===== config.mk =====
export PLATFORM = sky130hd
export DESIGN_NAME = jtag_dtm_tap_flat
export DESIGN_NICKNAME = d
export VERILOG_FILES = /design/src/rtl/jtag_dtm_tap_if.sv /design/src/rtl/jtag_dtm_tap.sv /design/src/flat_wrapper.sv
export SDC_FILE = /design/constraint.sdc
export NUM_CORES = 1
export LEC_CHECK = 0
export ABC_CLOCK_PERIOD_IN_PS = 9000
export BUFFER_PORTS_ARGS = -buffer_cell sky130_fd_sc_hd__buf_4
export CAP_MARGIN = 20
export CORE_MARGIN = 1
export CORE_UTILIZATION = 50
export DETAILED_ROUTE_END_ITERATION = 7
export GPL_ROUTABILITY_DRIVEN = 0
export HOLD_SLACK_MARGIN = 0.03
export PLACE_DENSITY = 0.69
export SYNTH_ARGS = -nofsm -noshare
export SYNTH_HDL_FRONTEND = slang
export SYNTH_SLANG_ARGS = --single-unit

===== constraint.sdc =====
create_clock -name TCK -period 9 [get_ports TCK]
set_clock_uncertainty 0.2 [all_clocks]
set_input_delay 0.9 -clock TCK [delete_from_list [all_inputs] [get_ports TCK]]
set_output_delay 0.9 -clock TCK [all_outputs]
set_load 0.01 [all_outputs]

===== src/rtl/jtag_dtm_tap_if.sv =====
// DMI request/response bus between the JTAG DTM and the Debug Module.
// master = DTM side, slave = DM side.
interface jtag_dtm_tap_if #(
  parameter int unsigned ABITS = 7
);
  logic             DMI_REQ_VALID;
  logic             DMI_REQ_READY;
  logic [ABITS-1:0] DMI_REQ_ADDR;
  logic [31:0]      DMI_REQ_DATA;
  logic [1:0]       DMI_REQ_OP;
  logic             DMI_RESP_VALID;
  logic             DMI_RESP_READY;
  logic [31:0]      DMI_RESP_DATA;
  logic [1:0]       DMI_RESP_OP;

  modport master (
    output DMI_REQ_VALID, DMI_REQ_ADDR, DMI_REQ_DATA, DMI_REQ_OP, DMI_RESP_READY,
    input  DMI_REQ_READY, DMI_RESP_VALID, DMI_RESP_DATA, DMI_RESP_OP
  );

  modport slave (
    input  DMI_REQ_VALID, DMI_REQ_ADDR, DMI_REQ_DATA, DMI_REQ_OP, DMI_RESP_READY,
    output DMI_REQ_READY, DMI_RESP_VALID, DMI_RESP_DATA, DMI_RESP_OP
  );
endinterface


===== src/rtl/jtag_dtm_tap.sv =====
// RISC-V 0.13 JTAG Debug Transport Module: 1149.1 TAP, IR, IDCODE, DTMCS, DMI, BYPASS.
// Issues DMI requests over a valid/ready handshake entirely in the TCK domain.
module jtag_dtm_tap #(
  parameter logic [31:0] IDCODE      = 32'h1000_0CFD,
  parameter int unsigned ABITS       = 7,
  parameter logic [2:0]  IDLE_CYCLES = 3'd1
) (
  input  logic           TCK,
  input  logic           TRSTB,
  input  logic           TMS,
  input  logic           TDI,
  output logic           TDO,
  jtag_dtm_tap_if.master dmi
);

  localparam int unsigned DRW = ABITS + 34;

  localparam logic [3:0] S_TLR      = 4'h0;
  localparam logic [3:0] S_RTI      = 4'h1;
  localparam logic [3:0] S_SEL_DR   = 4'h2;
  localparam logic [3:0] S_CAP_DR   = 4'h3;
  localparam logic [3:0] S_SH_DR    = 4'h4;
  localparam logic [3:0] S_EX1_DR   = 4'h5;
  localparam logic [3:0] S_PAUSE_DR = 4'h6;
  localparam logic [3:0] S_EX2_DR   = 4'h7;
  localparam logic [3:0] S_UPD_DR   = 4'h8;
  localparam logic [3:0] S_SEL_IR   = 4'h9;
  localparam logic [3:0] S_CAP_IR   = 4'hA;
  localparam logic [3:0] S_SH_IR    = 4'hB;
  localparam logic [3:0] S_EX1_IR   = 4'hC;
  localparam logic [3:0] S_PAUSE_IR = 4'hD;
  localparam logic [3:0] S_EX2_IR   = 4'hE;
  localparam logic [3:0] S_UPD_IR   = 4'hF;

  localparam logic [4:0] IR_IDCODE = 5'h01;
  localparam logic [4:0] IR_DTMCS  = 5'h10;
  localparam logic [4:0] IR_DMI    = 5'h11;

  logic [3:0]       state_q, state_d;
  logic [4:0]       ir_q, ir_d;
  logic [4:0]       ir_sr_q, ir_sr_d;
  logic [DRW-1:0]   dr_sr_q, dr_sr_d;
  logic [ABITS-1:0] addr_q, addr_d;
  logic [31:0]      data_q, data_d;
  logic [1:0]       sticky_q, sticky_d;
  logic             pending_q, pending_d;
  logic             req_valid_q, req_valid_d;
  logic [ABITS-1:0] req_addr_q, req_addr_d;
  logic [31:0]      req_data_q, req_data_d;
  logic [1:0]       req_op_q, req_op_d;
  logic             resp_ready_q, resp_ready_d;
  logic             tdo_q, tdo_d;
  logic [1:0]       dmi_status;
  logic [1:0]       upd_op;
  logic [31:0]      dtmcs_cap;

  assign dtmcs_cap = {14'b0, 2'b0, 1'b0, IDLE_CYCLES, sticky_q, 6'(ABITS), 4'd1};
  assign upd_op    = dr_sr_q[1:0];

  always_comb begin
    state_d      = state_q;
    ir_d         = ir_q;
    ir_sr_d      = ir_sr_q;
    dr_sr_d      = dr_sr_q;
    addr_d       = addr_q;
    data_d       = data_q;
    sticky_d     = sticky_q;
    pending_d    = pending_q;
    req_valid_d  = req_valid_q;
    req_addr_d   = req_addr_q;
    req_data_d   = req_data_q;
    req_op_d     = req_op_q;
    resp_ready_d = resp_ready_q;
    dmi_status   = 2'd0;
    tdo_d        = 1'b0;

    unique case (state_q)
      S_TLR:      state_d = TMS ? S_TLR    : S_RTI;
      S_RTI:      state_d = TMS ? S_SEL_DR : S_RTI;
      S_SEL_DR:   state_d = TMS ? S_SEL_IR : S_CAP_DR;
      S_CAP_DR:   state_d = TMS ? S_EX1_DR : S_SH_DR;
      S_SH_DR:    state_d = TMS ? S_EX1_DR : S_SH_DR;
      S_EX1_DR:   state_d = TMS ? S_UPD_DR : S_PAUSE_DR;
      S_PAUSE_DR: state_d = TMS ? S_EX2_DR : S_PAUSE_DR;
      S_EX2_DR:   state_d = TMS ? S_UPD_DR : S_SH_DR;
      S_UPD_DR:   state_d = TMS ? S_SEL_DR : S_RTI;
      S_SEL_IR:   state_d = TMS ? S_TLR    : S_CAP_IR;
      S_CAP_IR:   state_d = TMS ? S_EX1_IR : S_SH_IR;
      S_SH_IR:    state_d = TMS ? S_EX1_IR : S_SH_IR;
      S_EX1_IR:   state_d = TMS ? S_UPD_IR : S_PAUSE_IR;
      S_PAUSE_IR: state_d = TMS ? S_EX2_IR : S_PAUSE_IR;
      S_EX2_IR:   state_d = TMS ? S_UPD_IR : S_SH_IR;
      S_UPD_IR:   state_d = TMS ? S_SEL_DR : S_RTI;
      default:    state_d = S_TLR;
    endcase

    unique case (state_q)
      S_TLR:    ir_d    = IR_IDCODE;
      S_CAP_IR: ir_sr_d = 5'b00001;
      S_SH_IR:  ir_sr_d = {TDI, ir_sr_q[4:1]};
      S_UPD_IR: ir_d    = ir_sr_q;
      default:  ;
    endcase

    // Bus handshakes resolve before capture so a coincident capture sees the response.
    if (req_valid_q && dmi.DMI_REQ_READY) begin
      req_valid_d  = 1'b0;
      resp_ready_d = 1'b1;
    end
    if (resp_ready_q && dmi.DMI_RESP_VALID) begin
      data_d       = dmi.DMI_RESP_DATA;
      pending_d    = 1'b0;
      resp_ready_d = 1'b0;
      if (dmi.DMI_RESP_OP != 2'd0 && sticky_q == 2'd0) sticky_d = 2'd2;
    end

    unique case (state_q)
      S_CAP_DR: begin
        unique case (ir_q)
          IR_IDCODE: dr_sr_d = DRW'(IDCODE);
          IR_DTMCS:  dr_sr_d = DRW'(dtmcs_cap);
          IR_DMI: begin
            if (sticky_d != 2'd0) dmi_status = sticky_d;
            else if (pending_d)   dmi_status = 2'd3;
            dr_sr_d = {addr_q, data_d, dmi_status};
            if (pending_d) sticky_d = 2'd3;
          end
          default:   dr_sr_d = '0;
        endcase
      end
      S_SH_DR: begin
        dr_sr_d = dr_sr_q >> 1;
        unique case (ir_q)
          IR_IDCODE, IR_DTMCS: dr_sr_d[31]    = TDI;
          IR_DMI:              dr_sr_d[DRW-1] = TDI;
          default:             dr_sr_d[0]     = TDI;
        endcase
      end
      S_UPD_DR: begin
        if (ir_q == IR_DTMCS) begin
          if (dr_sr_q[17]) begin
            sticky_d     = 2'd0;
            pending_d    = 1'b0;
            req_valid_d  = 1'b0;
            resp_ready_d = 1'b0;
          end else if (dr_sr_q[16]) begin
            sticky_d = 2'd0;
          end
        end else if (ir_q == IR_DMI && (upd_op == 2'd1 || upd_op == 2'd2)) begin
          if (pending_d) begin
            sticky_d = 2'd3;
          end else if (sticky_d == 2'd0) begin
            addr_d      = dr_sr_q[DRW-1 -: ABITS];
            data_d      = dr_sr_q[33:2];
            pending_d   = 1'b1;
            req_valid_d = 1'b1;
            req_addr_d  = dr_sr_q[DRW-1 -: ABITS];
            req_data_d  = dr_sr_q[33:2];
            req_op_d    = upd_op;
          end
        end
      end
      default: ;
    endcase

    if (state_q == S_SH_IR)      tdo_d = ir_sr_q[0];
    else if (state_q == S_SH_DR) tdo_d = dr_sr_q[0];
  end

  always_ff @(posedge TCK or posedge TRSTB) begin
    if (TRSTB) begin
      state_q      <= S_TLR;
      ir_q         <= IR_IDCODE;
      ir_sr_q      <= '0;
      dr_sr_q      <= '0;
      addr_q       <= '0;
      data_q       <= '0;
      sticky_q     <= 2'd0;
      pending_q    <= 1'b0;
      req_valid_q  <= 1'b0;
      req_addr_q   <= '0;
      req_data_q   <= '0;
      req_op_q     <= 2'd0;
      resp_ready_q <= 1'b0;
    end else begin
      state_q      <= state_d;
      ir_q         <= ir_d;
      ir_sr_q      <= ir_sr_d;
      dr_sr_q      <= dr_sr_d;
      addr_q       <= addr_d;
      data_q       <= data_d;
      sticky_q     <= sticky_d;
      pending_q    <= pending_d;
      req_valid_q  <= req_valid_d;
      req_addr_q   <= req_addr_d;
      req_data_q   <= req_data_d;
      req_op_q     <= req_op_d;
      resp_ready_q <= resp_ready_d;
    end
  end

  // TDO launches on the falling edge so the probe samples it on the next rising edge.
  always_ff @(negedge TCK or posedge TRSTB) begin
    if (TRSTB) tdo_q <= 1'b0;
    else       tdo_q <= tdo_d;
  end

  assign TDO                = tdo_q;
  assign dmi.DMI_REQ_VALID  = req_valid_q;
  assign dmi.DMI_REQ_ADDR   = req_addr_q;
  assign dmi.DMI_REQ_DATA   = req_data_q;
  assign dmi.DMI_REQ_OP     = req_op_q;
  assign dmi.DMI_RESP_READY = resp_ready_q;

endmodule


===== src/flat_wrapper.sv =====
// flat-port wrapper written by rule: the top's interface ports become plain ports
module jtag_dtm_tap_flat 
#(
  parameter logic [31:0] IDCODE      = 32'h1000_0CFD,
  parameter int unsigned ABITS       = 7,
  parameter logic [2:0]  IDLE_CYCLES = 3'd1
)
  (TCK, TRSTB, TMS, TDI, TDO, dmi_DMI_REQ_VALID, dmi_DMI_REQ_ADDR, dmi_DMI_REQ_DATA, dmi_DMI_REQ_OP, dmi_DMI_RESP_READY, dmi_DMI_REQ_READY, dmi_DMI_RESP_VALID, dmi_DMI_RESP_DATA, dmi_DMI_RESP_OP);
  jtag_dtm_tap_if #(.ABITS(ABITS)) dmi_i ();
  input  logic TCK;
  input  logic TRSTB;
  input  logic TMS;
  input  logic TDI;
  output logic TDO;
  output wire logic [$bits(dmi_i.DMI_REQ_VALID)-1:0] dmi_DMI_REQ_VALID;
  output wire logic [$bits(dmi_i.DMI_REQ_ADDR)-1:0] dmi_DMI_REQ_ADDR;
  output wire logic [$bits(dmi_i.DMI_REQ_DATA)-1:0] dmi_DMI_REQ_DATA;
  output wire logic [$bits(dmi_i.DMI_REQ_OP)-1:0] dmi_DMI_REQ_OP;
  output wire logic [$bits(dmi_i.DMI_RESP_READY)-1:0] dmi_DMI_RESP_READY;
  input wire logic [$bits(dmi_i.DMI_REQ_READY)-1:0] dmi_DMI_REQ_READY;
  input wire logic [$bits(dmi_i.DMI_RESP_VALID)-1:0] dmi_DMI_RESP_VALID;
  input wire logic [$bits(dmi_i.DMI_RESP_DATA)-1:0] dmi_DMI_RESP_DATA;
  input wire logic [$bits(dmi_i.DMI_RESP_OP)-1:0] dmi_DMI_RESP_OP;
  assign dmi_DMI_REQ_VALID = dmi_i.DMI_REQ_VALID;
  assign dmi_DMI_REQ_ADDR = dmi_i.DMI_REQ_ADDR;
  assign dmi_DMI_REQ_DATA = dmi_i.DMI_REQ_DATA;
  assign dmi_DMI_REQ_OP = dmi_i.DMI_REQ_OP;
  assign dmi_DMI_RESP_READY = dmi_i.DMI_RESP_READY;
  assign dmi_i.DMI_REQ_READY = dmi_DMI_REQ_READY;
  assign dmi_i.DMI_RESP_VALID = dmi_DMI_RESP_VALID;
  assign dmi_i.DMI_RESP_DATA = dmi_DMI_RESP_DATA;
  assign dmi_i.DMI_RESP_OP = dmi_DMI_RESP_OP;
  jtag_dtm_tap #(.IDCODE(IDCODE), .ABITS(ABITS), .IDLE_CYCLES(IDLE_CYCLES)) u_core (.TCK(TCK), .TRSTB(TRSTB), .TMS(TMS), .TDI(TDI), .TDO(TDO), .dmi(dmi_i));
endmodule

==> results of run 1 <==
-- power groups by stage --
stage / clock [mW] / sequential, mW / combinational, mW
after global routing: 0.662 / 0.930 / 0.622
after floorplan: 0 / 0.850 / 0.444
after detailed placement: 0 / 0.913 / 0.556
after global placement: 0 / 0.904 / 0.538
final: 0.626 / 0.907 / 0.558
after CTS: 0.636 / 0.905 / 0.563
-- area by class of cell --
class / count / area (um2)
fill: 965 / 4682
sequential: 134 / 3354
multi-input combinational: 311 / 2456
timing repair buffer: 89 / 668.1
clock buffer: 28 / 516.7
tap: 147 / 183.9
inverter: 33 / 127.6
clock inverter: 4 / 22.52
-- through the flow --
stage | worst slack (ns) | area (um2)
floorplan | 1.843 | 6147
global placement | 2.839 | 6790
detailed placement | 2.802 | 6790
CTS | 2.493 | 7330
global route | 2.489 | 7330
finish | 2.500 | 7330
-- final timing paths --
check                           slack [ns]                                    start                                       to  depth (start not counted)
worst max register to register        2.72              u_core.state_q[1]$_DFF_PP0_                     u_core.TDO$_DFF_NP0_                          2
max in group asynchronous             3.41                                    TRSTB                     u_core.TDO$_DFF_NP0_                          2
worst min register to register        0.29  u_core.dmi.DMI_REQ_DATA[13]$_DFFE_PP0P_  u_core.dmi.DMI_REQ_DATA[13]$_DFFE_PP0P_                          1
worst max-delay path                  2.50                     u_core.TDO$_DFF_NP0_                                      TDO                          1
worst min-delay path                  0.29  u_core.dmi.DMI_REQ_DATA[13]$_DFFE_PP0P_  u_core.dmi.DMI_REQ_DATA[13]$_DFFE_PP0P_                          1
min in group asynchronous             0.37                                    TRSTB              u_core.data_q[11]$_DFF_PP0_                          2
-- per-layer routing --
layer / track usage / share of wire
met5: 0 / 0
met4: 0.08533 / 0.017
met3: 0.05570 / 0.059
met2: 0.3481 / 0.48
met1: 0.2999 / 0.44
-- registers in the layout (all words and copies together) (netlist names), 2 cells and up --
| register | flops |
|---|---|
| u_core.addr_q | 7 |
| u_core.data_q | 32 |
| u_core.dmi.DMI_REQ_DATA | 32 |
| u_core.dmi.DMI_REQ_OP | 2 |
| u_core.dr_sr_q | 41 |
| u_core.ir_q | 5 |
| u_core.ir_sr_q | 5 |
| u_core.state_q | 4 |
| u_core.sticky_q | 2 |
-- kinds of logic after synthesis --
| logic type | synth area share |
|---|---|
| flip-flops | 0.5460 |
| AO/OA/AOI/OAI | 0.1399 |
| multiplexers | 0.1843 |
| AND/OR/NAND/NOR | 0.06864 |
| buffers and inverters | 0.05825 |
| XOR/XNOR | 0.002852 |
-- synth_stat cells, types with 2 or more instances --
cell,count,share of area
a211o_1,2,0.0029
a211oi_1,4,0.0049
a21o_1,3,0.0037
a21oi_1,19,0.015
a221o_1,5,0.0081
a222oi_1,6,0.0098
a22oi_1,23,0.028
a31oi_1,5,0.0051
a32oi_1,2,0.0029
and3_1,5,0.0051
buf_1,3,0.0018
buf_12,4,0.013
buf_2,8,0.0065
buf_6,3,0.0055
clkbuf_1,15,0.0092
dfrtp_1,132,0.54
inv_1,33,0.020
mux2_1,40,0.073
mux2_2,25,0.046
mux2i_1,40,0.065
nand2_1,38,0.023
nand3_1,4,0.0033
nand4_1,2,0.0020
nor2_1,12,0.0073
nor3_1,4,0.0033
nor3_4,2,0.0053
o211ai_1,7,0.0086
o21a_1,2,0.0024
o21ai_0,30,0.024
o21bai_1,2,0.0024
o221ai_1,2,0.0029
o22ai_1,5,0.0051
o31ai_1,3,0.0037
==> results.toml, run 1 <==
[clock_network]
cts_tree = "done"
clock_sinks = 134
postCtsHoldBufs = 0
numCtsBuffers = 17
cts_resized = 0
cts.clk_slew.worst_paths_ns = 0.06
cts_setup_buffers = 0
htreeDepth = 4
clockBufferDepth = 2
clock_latency_ns = 0.41
ctsRootBufferMaster = "clkbuf_16"

[grt]
antenna_found_initial = 0
grt_pass1_vias = 4171
overflow = 0
grt_max_degree = 62
groute.usage.overall = 0.2223
grt_pass1_wl_mm = 21.73

[floorplan]
rows = 40
core_area_um2 = 12010
start_util = 0.5115
fp.dieW_um = 112.8
ioPinCount = 84
die_area_um2 = 12730
die_h_um = 112.8

[synth]
yosysSeqAreaShare = 0.5460
synth-edff-count = 0
async_flop_share = 1.000
ys_seq_elements = 134
syn_area_um2 = 6143
syn_inst = 513
yosys_warnings = 0
yosys_most_used_dff = "dfrtp_1"
avgSynthCellArea_um2 = 11.98
yosysUniqueCellTypes = 56
synth_nets = 553

[drt]
firstDrtPassIters = 7
vias_per_cell = 5.839
drt-total-wl_mm = 13.29
ant_nets = 0
wl_per_cell_um = 17.82
drtIter0Drc = 296
drc = 0
vias = 4356

[setup_path]
worst-path-buf-inv = 1
worstPathArrival_ns = 5.40
end_kind = "primary output"
cp_slowest_cell = "dfrtn_1"
critPathMaxStageDelay_ns = 0.39
start_kind = "register"
cp.required_ns = 7.90
path_class = "register to primary output"
crit_path_cell_trace = "buf_4"
crit_fanout = 1
path_delay_family = "flip-flops"

[sta]
final_max_slew_viol_count = 0
hold_violations = 0
finalSetupTns_ns = 0
worst_pin_slew_ns = 1.071
rsz0062_at_grt = "false"
setup_viol = 0
holdWs_ns = 0.2855
max_slew_margin = 0.2837

[power]
pwr-share-comb = 0.267
intPower_mw = 1.392
ir_drop_v = 0.0002027
power_mw = 2.091
clock_power_share = 0.299
swShare = 0.3343
power.density_nw_per_um2 = 285.3
leakage_nw = 3.689
power_frac_seq = 0.434
p_switching_uw = 699.1

[finish]
utilization = 0.6102
final_common_cell = "dfrtp_1"
final_nets = 626
layout_common_cells = "dfrtp_1 (132), buf_4 (89), mux2_1 (40), mux2i_1 (40), nand2_1 (37)"
area_delta_synth_final_pct = 19.31
diodes = 0
stdcell_count = 746
drive_above_1_share = 0.2588

[placed_design]
dp_hpwl_mm = 8.516
dp.cells = 714
portBuffers = 83

[job]
drv_cap = 0

[outcome]
status = "finished clean"

[hold_path]
hp-class = "register to register"
(Power assumes the default switching activity.)
==> run 2, diff against run 1 <==
--- a/config.mk
+++ b/config.mk
@@ -5,7 +5,7 @@
 export SDC_FILE = /design/constraint.sdc
 export NUM_CORES = 1
 export LEC_CHECK = 0
-export ABC_CLOCK_PERIOD_IN_PS = 9000
+export ABC_CLOCK_PERIOD_IN_PS = 5600
 export BUFFER_PORTS_ARGS = -buffer_cell sky130_fd_sc_hd__buf_4
 export CAP_MARGIN = 20
 export CORE_MARGIN = 1
@@ -13,7 +13,7 @@
 export DETAILED_ROUTE_END_ITERATION = 7
 export GPL_ROUTABILITY_DRIVEN = 0
 export HOLD_SLACK_MARGIN = 0.03
-export PLACE_DENSITY = 0.69
+export PLACE_DENSITY = 0.72
 export SYNTH_ARGS = -nofsm -noshare
 export SYNTH_HDL_FRONTEND = slang
 export SYNTH_SLANG_ARGS = --single-unit
==> constraint.sdc (replaced) <==
create_clock -name TCK -period 5.6 [get_ports TCK]
set_clock_uncertainty 0.2 [all_clocks]
set_input_delay 0.56 -clock TCK [delete_from_list [all_inputs] [get_ports TCK]]
set_output_delay 0.56 -clock TCK [all_outputs]
set_load 0.01 [all_outputs]
==> run 2 against run 1 <==
Total power up 69%. First-iteration DRC count up 40%. Clock power up 85%. Critical endpoint is now u_core.TDO$_DFF_NP0_.
==> results.toml, run 2 (same netlist as run 1, synthesis figures left out) <==
[placed_design]
dp.cells = 714
dp_hpwl_mm = 8.658
portBuffers = 83
pre_cts_slack_ns = 1.128

[clock_network]
ctsRootBufferMaster = "clkbuf_16"
cts_setup_buffers = 0
cts_resized = 0
clockBufferDepth = 2
numCtsBuffers = 17
cts.clk_slew.worst_paths_ns = 0.06
clock_latency_ns = 0.42
cts_tree = "done"
htreeDepth = 4
clock_sinks = 134
postCtsHoldBufs = 1

[grt]
grt_pass1_wl_mm = 22.71
grt-busiest-layer = "met2"
use_met1 = 0.3086
grt_max_degree = 75
met2_usage = 0.3683
grt_util_met3 = 0.06052
groute.usage.overall = 0.2321
grt_pass1_vias = 4384
overflow = 0
antenna_found_initial = 0

[power]
ir_drop_v = 0.0002145
power.density_nw_per_um2 = 475.8
leakage_nw = 3.728

[sta]
layout_setup_ws_ns = 1.072
rsz0062_at_grt = "false"
max_slew_margin = 0.2713
holdWs_ns = 0.1759
final_max_slew_viol_count = 0
finalSetupTns_ns = 0
hold_violations = 0
setup_viol = 0
worst_pin_slew_ns = 1.089

[floorplan]
start_util = 0.5115
die_h_um = 112.8
core_area_um2 = 12010
ioPinCount = 84
rows = 40
die_area_um2 = 12730
fp.dieW_um = 112.8

[drt]
drtIter0Drc = 414
vias = 4414
ant_nets = 0
drc = 0
wl_per_cell_um = 18.12
drt-total-wl_mm = 13.54
vias_per_cell = 5.909
firstDrtPassIters = 5

[hold_path]
hp-class = "primary input to register"

[setup_path]
crit_fanout = 24
start_kind = "register"
path_class = "register to register"
end_kind = "register"
cp.required_ns = 3.00
worstPathArrival_ns = 1.93

[finish]
area_delta_synth_final_pct = 20.84
final_common_cell = "dfrtp_1"
final_nets = 627
stdcell_count = 747
layout_common_cells = "dfrtp_1 (132), buf_4 (89), mux2_1 (40), mux2i_1 (40), nand2_1 (37)"
regMostFlops = "u_core.dr_sr_q"
diodes = 0
drive_above_1_share = 0.2667
largest_register_ffs = 41

[outcome]
status = "finished clean"

[job]
drv_cap = 0
[run 2: changes by cell type in the layout (fill, tap and decap cells not counted), sizes merged]
| cell | previous run | this run |
|---|---|---|
| bufinv | 0 | 4 |
| clkbuf | 28 | 19 |
| clkinv | 3 | 6 |
| clkinvlp | 2 | 4 |
| dlygate4sd3 | 0 | 1 |
[run 2: metal layers]
metal | vias to the layer above | share of wire
met5 | - | 0
met4 | 0 | 0.018
met3 | 21 | 0.051
met2 | 152 | 0.50
met1 | 2225 | 0.43
li1 | 2016 | -
[run 2: through the flow]
stage                     cell area, um2    util  total power, mW
after floorplan                     6147       -            2.078
after global placement              6790  0.5653            2.313
after detailed placement            6790  0.5653            2.372
after CTS                           7423  0.6180            3.547
after global routing                7423  0.6180            3.743
final                               7423  0.6180            3.532
[run 2: worst max-delay path: stages, from the launching register on]
cell and delay [ns]:
dfrtp_1 0.79, nand3_1 0.43, o21ai_0 0.28
[run 2: layout make-up]
type | instances | area (um2)
Multi-Input combinational cell | 311 | 2456
Tap cell | 147 | 183.9
Clock buffer | 19 | 442.9
Fill cell | 922 | 4588
Clock inverter | 13 | 180.2
Timing Repair Buffer | 90 | 678.2
Sequential cell | 134 | 3354
Inverter | 33 | 127.6
[run 2: path summary, 6_finish.rpt]
path                                                          from  slack, ns                                       to  cells past startpoint
max                                    u_core.state_q[1]$_DFF_PP0_       1.07                     u_core.TDO$_DFF_NP0_                      2
max reg2reg                            u_core.state_q[1]$_DFF_PP0_       1.07                     u_core.TDO$_DFF_NP0_                      2
min                                             dmi_DMI_RESP_VALID       0.18      u_core.dmi.DMI_RESP_READY$_DFF_PP0_                      2
min in group asynchronous                                    TRSTB       0.41              u_core.data_q[12]$_DFF_PP0_                      3
max in group asynchronous                                    TRSTB       1.91                     u_core.TDO$_DFF_NP0_                      3
min reg2reg                u_core.dmi.DMI_REQ_DATA[14]$_DFFE_PP0P_       0.28  u_core.dmi.DMI_REQ_DATA[14]$_DFFE_PP0P_                      1
[run 2: power by group]
part           internal (mW)  switching [mW]  leakage [nW]
registers               1.20           0.260          1.81
logic                  0.412           0.495          1.62
clock network          0.754           0.408         0.299
total                   2.37            1.16          3.73
